<file path="src/rtl/mm_fact_subsystem_if.sv">
// Data-bus bundle for mm_fact_subsystem: CPU-side bus, interrupt-controller
// pass-through and per-unit completion flags.
interface mm_fact_subsystem_if;
  logic        we;
  logic [31:0] addr;
  logic [31:0] wdata;
  logic [31:0] rdata;
  logic        data_valid;
  logic        intc_we;
  logic [31:0] intc_addr;
  logic [31:0] intc_wdata;
  logic [31:0] intc_rdata;
  logic [3:0]  fact_done;

  modport master (
    output we, addr, wdata, intc_rdata,
    input  rdata, data_valid, intc_we, intc_addr, intc_wdata, fact_done
  );

  modport slave (
    input  we, addr, wdata, intc_rdata,
    output rdata, data_valid, intc_we, intc_addr, intc_wdata, fact_done
  );
endinterface

</file>
<file path="src/rtl/mm_fact_subsystem.sv">
// Memory-mapped subsystem: addr[11:8] decoder, 64-word data memory,
// interrupt-controller pass-through and four factorial accelerators.
module mm_fact_subsystem (
  input  logic               clk,
  input  logic               rst,
  mm_fact_subsystem_if.slave bus
);

  typedef enum logic [1:0] {
    S_IDLE = 2'd0,
    S_BUSY = 2'd1,
    S_DONE = 2'd2
  } fact_state_t;

  logic [3:0]  sel_s;
  logic [1:0]  reg_s;
  logic [5:0]  widx_s;
  logic        dmem_we_s;
  logic [31:0] rdata_s;
  logic [31:0] fact_rdata_s [4];
  logic [3:0]  fact_done_s;
  logic        unused_ok;

  logic [31:0] mem_q [64];

  assign sel_s     = bus.addr[11:8];
  assign reg_s     = bus.addr[3:2];
  assign widx_s    = bus.addr[7:2];
  assign dmem_we_s = bus.we && (sel_s == 4'h0);
  assign unused_ok = ^{bus.addr[31:12], bus.addr[1:0]};

  // Data memory: synchronous write, no reset so contents survive rst.
  always_ff @(posedge clk) begin
    if (dmem_we_s) begin
      mem_q[widx_s] <= bus.wdata;
    end
  end

  assign bus.intc_we    = bus.we && (sel_s == 4'h1);
  assign bus.intc_addr  = bus.addr;
  assign bus.intc_wdata = bus.wdata;

  for (genvar gi = 0; gi < 4; gi++) begin : g_fact
    fact_state_t state_q;
    logic [3:0]  n_q;
    logic [3:0]  nlat_q;
    logic [3:0]  cnt_q;
    logic        go_q;
    logic        done_q;
    logic        err_q;
    logic [31:0] prod_q;
    logic [31:0] result_q;
    logic [31:0] mul_s;
    logic [31:0] rd_s;
    logic        unit_we_s;
    logic        start_s;

    assign unit_we_s = bus.we && (sel_s == 4'(gi + 2));
    assign start_s   = unit_we_s && (reg_s == 2'd1) && bus.wdata[0] && (state_q != S_BUSY);
    assign mul_s     = prod_q * {28'd0, cnt_q};

    // Register file and IDLE/BUSY/DONE sequencer; N is latched at start so
    // later N writes cannot disturb a running computation.
    always_ff @(posedge clk or posedge rst) begin
      if (rst) begin
        state_q  <= S_IDLE;
        n_q      <= 4'd0;
        nlat_q   <= 4'd0;
        cnt_q    <= 4'd0;
        go_q     <= 1'b0;
        done_q   <= 1'b0;
        err_q    <= 1'b0;
        prod_q   <= 32'd0;
        result_q <= 32'd0;
      end else begin
        if (unit_we_s && (reg_s == 2'd0)) begin
          n_q <= bus.wdata[3:0];
        end
        if (unit_we_s && (reg_s == 2'd1)) begin
          go_q <= bus.wdata[0];
        end
        case (state_q)
          S_IDLE, S_DONE: begin
            if (start_s) begin
              done_q  <= 1'b0;
              err_q   <= 1'b0;
              cnt_q   <= n_q;
              nlat_q  <= n_q;
              prod_q  <= 32'd1;
              state_q <= S_BUSY;
            end
          end
          S_BUSY: begin
            if (nlat_q > 4'd12) begin
              err_q    <= 1'b1;
              done_q   <= 1'b1;
              result_q <= 32'd0;
              state_q  <= S_DONE;
            end else if (cnt_q > 4'd1) begin
              prod_q <= mul_s;
              cnt_q  <= cnt_q - 4'd1;
            end else begin
              result_q <= prod_q;
              done_q   <= 1'b1;
              state_q  <= S_DONE;
            end
          end
          default: state_q <= S_IDLE;
        endcase
      end
    end

    // Unit register read mux.
    always_comb begin
      case (reg_s)
        2'd0:    rd_s = {28'd0, n_q};
        2'd1:    rd_s = {31'd0, go_q};
        2'd2:    rd_s = {30'd0, err_q, done_q};
        2'd3:    rd_s = result_q;
        default: rd_s = 32'd0;
      endcase
    end

    assign fact_rdata_s[gi] = rd_s;
    assign fact_done_s[gi]  = done_q;
  end

  // Bus read mux; unmapped selectors read as zero.
  always_comb begin
    case (sel_s)
      4'h0:    rdata_s = mem_q[widx_s];
      4'h1:    rdata_s = bus.intc_rdata;
      4'h2:    rdata_s = fact_rdata_s[0];
      4'h3:    rdata_s = fact_rdata_s[1];
      4'h4:    rdata_s = fact_rdata_s[2];
      4'h5:    rdata_s = fact_rdata_s[3];
      default: rdata_s = 32'd0;
    endcase
  end

  assign bus.rdata      = rdata_s;
  assign bus.data_valid = (sel_s <= 4'h5);
  assign bus.fact_done  = fact_done_s;

endmodule

</file>
<file path="src/flat_wrapper.sv">
// flat-port wrapper written by rule: the top's interface ports become plain ports
module mm_fact_subsystem_flat 
  (clk, rst, bus_we, bus_addr, bus_wdata, bus_intc_rdata, bus_rdata, bus_data_valid, bus_intc_we, bus_intc_addr, bus_intc_wdata, bus_fact_done);
  mm_fact_subsystem_if bus_i ();
  input  logic clk;
  input  logic rst;
  input wire logic [$bits(bus_i.we)-1:0] bus_we;
  input wire logic [$bits(bus_i.addr)-1:0] bus_addr;
  input wire logic [$bits(bus_i.wdata)-1:0] bus_wdata;
  input wire logic [$bits(bus_i.intc_rdata)-1:0] bus_intc_rdata;
  output wire logic [$bits(bus_i.rdata)-1:0] bus_rdata;
  output wire logic [$bits(bus_i.data_valid)-1:0] bus_data_valid;
  output wire logic [$bits(bus_i.intc_we)-1:0] bus_intc_we;
  output wire logic [$bits(bus_i.intc_addr)-1:0] bus_intc_addr;
  output wire logic [$bits(bus_i.intc_wdata)-1:0] bus_intc_wdata;
  output wire logic [$bits(bus_i.fact_done)-1:0] bus_fact_done;
  assign bus_i.we = bus_we;
  assign bus_i.addr = bus_addr;
  assign bus_i.wdata = bus_wdata;
  assign bus_i.intc_rdata = bus_intc_rdata;
  assign bus_rdata = bus_i.rdata;
  assign bus_data_valid = bus_i.data_valid;
  assign bus_intc_we = bus_i.intc_we;
  assign bus_intc_addr = bus_i.intc_addr;
  assign bus_intc_wdata = bus_i.intc_wdata;
  assign bus_fact_done = bus_i.fact_done;
  mm_fact_subsystem u_core (.clk(clk), .rst(rst), .bus(bus_i));
endmodule
</file>
<file path="config.mk">
export PLATFORM = sky130hd
export DESIGN_NAME = mm_fact_subsystem_flat
export DESIGN_NICKNAME = d
export VERILOG_FILES = /design/src/rtl/mm_fact_subsystem_if.sv /design/src/rtl/mm_fact_subsystem.sv /design/src/flat_wrapper.sv
export SDC_FILE = /design/constraint.sdc
export NUM_CORES = 2
export LEC_CHECK = 0
export BUFFER_PORTS_ARGS = -buffer_cell sky130_fd_sc_hd__buf_2
export CAP_MARGIN = 25
export CORE_ASPECT_RATIO = 1.25
export CORE_MARGIN = 2
export CORE_UTILIZATION = 45
export CTS_CLUSTER_DIAMETER = 120
export CTS_CLUSTER_SIZE = 24
export DETAILED_ROUTE_END_ITERATION = 16
export PLACE_DENSITY = 0.72
export SLEW_MARGIN = 20
export SYNTH_ARGS = -nofsm -noshare
export SYNTH_HDL_FRONTEND = slang
export SYNTH_SLANG_ARGS = --single-unit
</file>
<file path="constraint.sdc">
create_clock -name clk -period 8.9 [get_ports clk]
set_input_delay 0.445 -clock clk [delete_from_list [all_inputs] [get_ports clk]]
set_output_delay 0.445 -clock clk [all_outputs]
set_load 0.02 [all_outputs]
</file>
Yosys cells after proc, flatten, opt, wreduce, memory -nomap -nowiden
Memories as Yosys holds them, arrays and structs flattened.
Index checks and enable logic that the tools add are counted.
{ "word_totals": {"regBits": 324, "ramBits": 2048, "in_bits": 99, "word_cells": 245, "mem_count": 1} }
{ "memory_table": {"columns": ["name", "words", "width", "rd", "rd_clocked_by_memory_dff", "wr", "line", "text"], "rows": [
  ["u_core.mem_q", 64, 32, 1, 0, 1, "mm_fact_subsystem.sv:24", "logic [31:0] mem_q [64];"]
]} }
{ "classes": {"n_addsub": 4, "multipliers": 4, "n_lt_le_gt_ge": 9, "eq_ne": 44, "muxes": 87, "reduce_logical": 60} }
{ "op_table": {"columns": ["operator", "n"], "rows": [
  ["2-to-1 mux 32 bit", 20],
  ["one-hot mux 32 bit (4 select lines)", 4],
  ["one-hot mux 32 bit (2 select lines)", 4],
  ["one-hot mux 32 bit (6 select lines)", 1],
  ["multiplier 32 x 4 -> 32 bit", 4],
  ["2-to-1 mux 4 bit", 12],
  ["!= test 2 x 1 -> 1 bit, second input constant", 20],
  ["one-hot mux 4 bit (2 select lines)", 4],
  ["2-to-1 mux 2 bit", 12],
  ["AND reduction 2 bit", 12],
  ["AND reduction 3 bit", 8],
  ["logical AND 1 bit", 22],
  ["2-to-1 mux 1 bit", 18],
  ["> comparator 4 x 1 -> 1 bit, second input constant", 4],
  ["> comparator 4 bit, second input constant", 4],
  ["one-hot mux 1 bit (2 select lines)", 8],
  ["one-hot mux 2 bit (2 select lines)", 4],
  ["AND reduction 4 bit", 4],
  ["subtractor 4 x 1 -> 4 bit, second input constant", 4],
  ["== test 2 bit, second input constant", 6],
  ["!= test 3 x 2 -> 1 bit, second input constant", 4],
  ["== test 2 x 1 -> 1 bit, second input constant", 5],
  ["zero test 2 bit", 5],
  ["== test 4 x 2 -> 1 bit, second input constant", 2],
  ["7 further kinds", 17]
]} }

Logic depth before layout (Yosys ltp)
{ "depth": {"ltp_word": 7, "ltp_mapped": 17, "mapped_depth_nobuf": 15} }

Least setup slack after synthesis
OpenSTA, ideal clock, no wires.
{ "synth_timing": {"path_type": "reg2reg", "startpoint": "register u_core.g_fact[0].cnt_q[1]", "endpoint": "register u_core.g_fact[0].prod_q[28]", "setup_ps": 123, "arrival_ps": 3894, "required_ps": 8777, "setup_slack_ps": 4883, "stages_incl_launch_ff": 16, "path_buffers": 1, "synth_period_minus_slack_ps": 4017, "path_cell_list": "dfrtp_1 -> clkbuf_1 -> nand2_1 -> fa_1 -> fa_1 -> inv_1 -> fa_1 -> a211oi_1 -> o21bai_1 -> a21oi_1 -> o31a_1 -> o41ai_4 -> a311o_2 -> a31oi_1 -> mux2i_1 -> nand2_1"} }
{ "synth_via": {"elab_chain_cells": 4} }
{ "synth_rtl": {"columns": ["element", "line", "text"], "rows": [
  ["start: declaration", "mm_fact_subsystem.sv:47", "logic [3:0] cnt_q;"],
  ["start signal: assignment", "mm_fact_subsystem.sv:87", "cnt_q <= n_q;"],
  ["start signal: assignment", "mm_fact_subsystem.sv:101", "cnt_q <= cnt_q - 4'd1;"],
  ["multiplier 32 x 4 -> 32 bit", "mm_fact_subsystem.sv:60", "assign mul_s = prod_q * {28'd0, cnt_q};"],
  ["2-to-1 mux 32 bit", "mm_fact_subsystem.sv:99", "end else if (cnt_q > 4'd1) begin"],
  ["2-to-1 mux 32 bit", "mm_fact_subsystem.sv:94", "if (nlat_q > 4'd12) begin"],
  ["one-hot mux 32 bit (2 select lines)", "mm_fact_subsystem.sv:82", "case (state_q)"],
  ["end signal: assignment", "mm_fact_subsystem.sv:100", "prod_q <= mul_s;"],
  ["end: declaration", "mm_fact_subsystem.sv:51", "logic [31:0] prod_q;"]
]} }
Several ways; a longest one is shown, not always the timed one. The select of a mux whose other input is x is not followed.
A chain may end at the register's enable or synchronous reset.

Final worst setup path
{ "layout_timing": {"startpoint": "input bus_addr[3]", "endpoint": "output bus_rdata[25]"} }
{ "layout_via": {"elab_chain_cells": 3} }
{ "layout_rtl": {"columns": ["element", "line", "text"], "rows": [
  ["start: declaration", "flat_wrapper.sv:8", "input wire logic [$bits(bus_i.addr)-1:0] bus_addr;"],
  ["branches (longest 2 deep; another with memory (64 x 32 bit))", null, null],
  ["one-hot mux 32 bit (6 select lines) (*)", "mm_fact_subsystem.sv:130", "case (sel_s)"],
  ["end: declaration", "flat_wrapper.sv:11", "output wire logic [$bits(bus_i.rdata)-1:0] bus_rdata;"]
]} }
Every way passes the cells marked *.

==> metrics.yaml <==
timing:
  finalCritPeriodShare: 0.601
  final_max_slew_viol_count: 0
  worst_pin_slew_ns: 1.08
  fin_ws_ns: 3.55
  setup_tns_ns: 0
  layout_min_cycle_time_ns: 5.35
  relSlewSlack: 0.277
  hold_viol_final: 0
  setup_viol: 0
  grt_setup_unrepaired: "no"
  fmax_mhz: 187
  skew_ns: 0.0288
  whs_ns: 0.0590
layout:
  mostFrequentLayoutCell: "edfxtp_1"
  syn_to_final_growth_pct: 6.92
  final_cell_mix: "edfxtp_1, nand2_1, inv_1, mux4_2, o21ai_0"
  finalNetCount: 7547
  final_area_um2: 116000
  drive_gt1_frac: 0.160
setup_path:
  critPathCaptureType: "output port"
  required_ns: 8.46
  critPathMaxStageDelay_ns: 0.85
  crit_path_cell_trace: "buf_8, buf_4, mux4_2, mux4_2, mux2i_1, o2111ai_1, a221o_1, buf_2"
  cp.arrival_ns: 4.91
  cp_slowest_cell: "buf_4"
  crit_path_max_fanout: 97
  crit_type: "in -> out"
  cpMostUsedCell: "mux4_2"
  worstSetupStartpointType: "input port"
global_route:
  antenna_found_initial: 16
  grt_pass1_vias: 62200
  grtUsageTotal: 0.239
  grt_max_degree: 122
  grt_pass1_wl_um: 430000
  grt_overflow: 0
cts:
  clock_sinks: 2372
  cts-root-buf: "clkbuf_16"
  cts_tree: "done"
  clock_path_buffers: 3
  post_cts_buffers: 0
  clk_pin_slew_worst_paths_ns: 0.09
  clock_latency_ns: 0.81
  numCtsBuffers: 109
  cts_max_level: 3
detailed_routing:
  drc: 0
  routed_wl_um: 298000
  num_vias: 63100
  ant_nets: 0
  firstDrtPassIters: 8
  drt_iter0_drc: 8398
  via_per_inst: 6.14
  wl_per_cell_um: 29.0
place:
  gp_congestion: 0.937
  post_dp_cell_area_um2: 113000
  io_buffers: 156
  dp_hpwl_um: 187000
  place_ws_ns: 3.63
synthesis:
  muxShareOfSynthArea: 0.126
  ys_ff_latch: 2372
  synth_top_family_by_area: "multiplexers"
  syn_nets: 7523
  async_flop_share: 0.137
  synth_adder_area_share: 0.0578
  yosysUniqueCellTypes: 82
  synth-main-ff-cell: "edfxtp_1"
  synth-compound-area-share: 0.0655
  synth_cells: 7060
  synth_edf_count: 2048
  avgSynthCellArea_um2: 15.4
  syn-cell-area_um2: 108000
  ys_seq_area_frac: 0.642
  synth_warnings: 0
  synthSimpleGateAreaFrac: 0.0604
  synth_xor_area_frac: 0.00993
die:
  die_w_um: 443
  ioPinCount: 201
  dieArea_um2: 245000
  rows: 201
  start_util: 0.452
  core_area_um2: 240000
  die_y_um: 553
pwr:
  ir_worst_vdd_mv: 0.177
  p_per_area_nw_per_um2: 213
  p_total_w: 0.0247
  leakagePower_nw: 41.6
min_path:
  hp-class: "in -> reg"
job:
  cap_violations: 0
status:
  status: "finished, final reports clean"
-- per-layer routing --
layer | track usage | routed length, um | vias to the layer above
met1 | 0.306 | 108000 | 32700
met2 | 0.398 | 145000 | 3437
met4 | 0.115 | 16500 | 10
met3 | 0.0382 | 28000 | 600
met5 | 0 | 58 | -
li1 | - | - | 26300
-- critical path, delay by kind of cell --
kind,cells,cell delay [ns]
compound gates,2,1.03
buf+inv,3,1.67
mux,3,1.66
-- cells in the mapped netlist, types with 24 or more instances --
cell | instances | share of area
edfxtp_1 | 2048 | 0.57
nand2_1 | 541 | 0.019
inv_1 | 476 | 0.016
mux4_2 | 434 | 0.090
o21ai_0 | 376 | 0.017
and2_1 | 353 | 0.020
dfrtp_1 | 324 | 0.075
a21oi_1 | 260 | 0.012
fa_1 | 228 | 0.042
mux2i_1 | 223 | 0.021
nor2_1 | 198 | 0.0069
clkbuf_1 | 189 | 0.0065
mux2_2 | 149 | 0.015
ha_1 | 136 | 0.016
buf_4 | 130 | 0.0090
nand3_1 | 98 | 0.0045
a22o_1 | 76 | 0.0061
xnor2_1 | 72 | 0.0058
a22oi_1 | 71 | 0.0049
buf_2 | 64 | 0.0030
o22ai_1 | 51 | 0.0029
xor2_1 | 51 | 0.0041
a221oi_1 | 49 | 0.0040
nor3_1 | 45 | 0.0021
a21o_1 | 39 | 0.0027
nor2b_1 | 28 | 0.0016
buf_6 | 27 | 0.0028
a211oi_1 | 25 | 0.0017
o21bai_1 | 24 | 0.0017
-- registers in the layout (all words and copies together), names as in the netlist --
register,count
u_core.g_fact.nlat_q,16
u_core.g_fact.err_q,4
u_core.g_fact.state_q,8
u_core.g_fact.done_q,4
u_core.g_fact.go_q,4
u_core.g_fact.result_q,128
u_core.g_fact.n_q,16
u_core.mem_q,2048
u_core.g_fact.cnt_q,16
u_core.g_fact.prod_q,128
-- worst paths after layout --
| path | startpoint | to | slack [ns] | depth (start not counted) |
|---|---|---|---|---|
| worst max-delay path | bus_addr[3] | bus_rdata[25] | 3.55 | 8 |
| max in group asynchronous | rst | u_core.g_fact[1].prod_q[28] | 6.50 | 5 |
| worst min register to register | u_core.g_fact[1].nlat_q[0] | u_core.g_fact[1].nlat_q[0] | 0.49 | 2 |
| worst max register to register | u_core.g_fact[2].cnt_q[3] | u_core.g_fact[2].prod_q[31] | 4.08 | 16 |
| worst min-delay path | bus_wdata[4] | u_core.mem_q[17][4] | 0.06 | 1 |
| min in group asynchronous | rst | u_core.g_fact[2].result_q[15] | 0.26 | 3 |
-- per-stage QoR --
stage,utilization,std cells
finish,0.483,10300
global route,0.483,10300
CTS,0.483,10300
detailed placement,0.470,10100
global placement,0.470,10100
floorplan,-,7060
-- area by class of cell --
class	count	area, um2
diodes	3	7.51
clock buffers	148	2870
multi-input cells	3783	35200
repair buffers	341	2420
flip-flops and latches	2372	69600
clock inverters	10	135
fillers	19900	124000
inverters	477	1800
well taps	3146	3940
-- power breakdown --
part	switching (W)	internal, W	leakage (nW)
clock network	0.00339	0.00228	1.45
logic	0.00391	0.00271	17.8
registers	0.000246	0.0122	22.3
-- what timing repair did --
action | CTS | global route
hold buffers | 1 | 0
endpoints found under the hold margin | 27 | 0
resized for setup | 0 | 0
-- logic make-up after synthesis --
group	Yosys count
AO/OA/AOI/OAI	1129
flip-flops	2372
buffers and inverters	905
adder cells (fa/ha/maj)	364
AND/OR/NAND/NOR	1361
multiplexers	806
XOR/XNOR	123
Note: power is estimated with default switching activity, not from simulation.
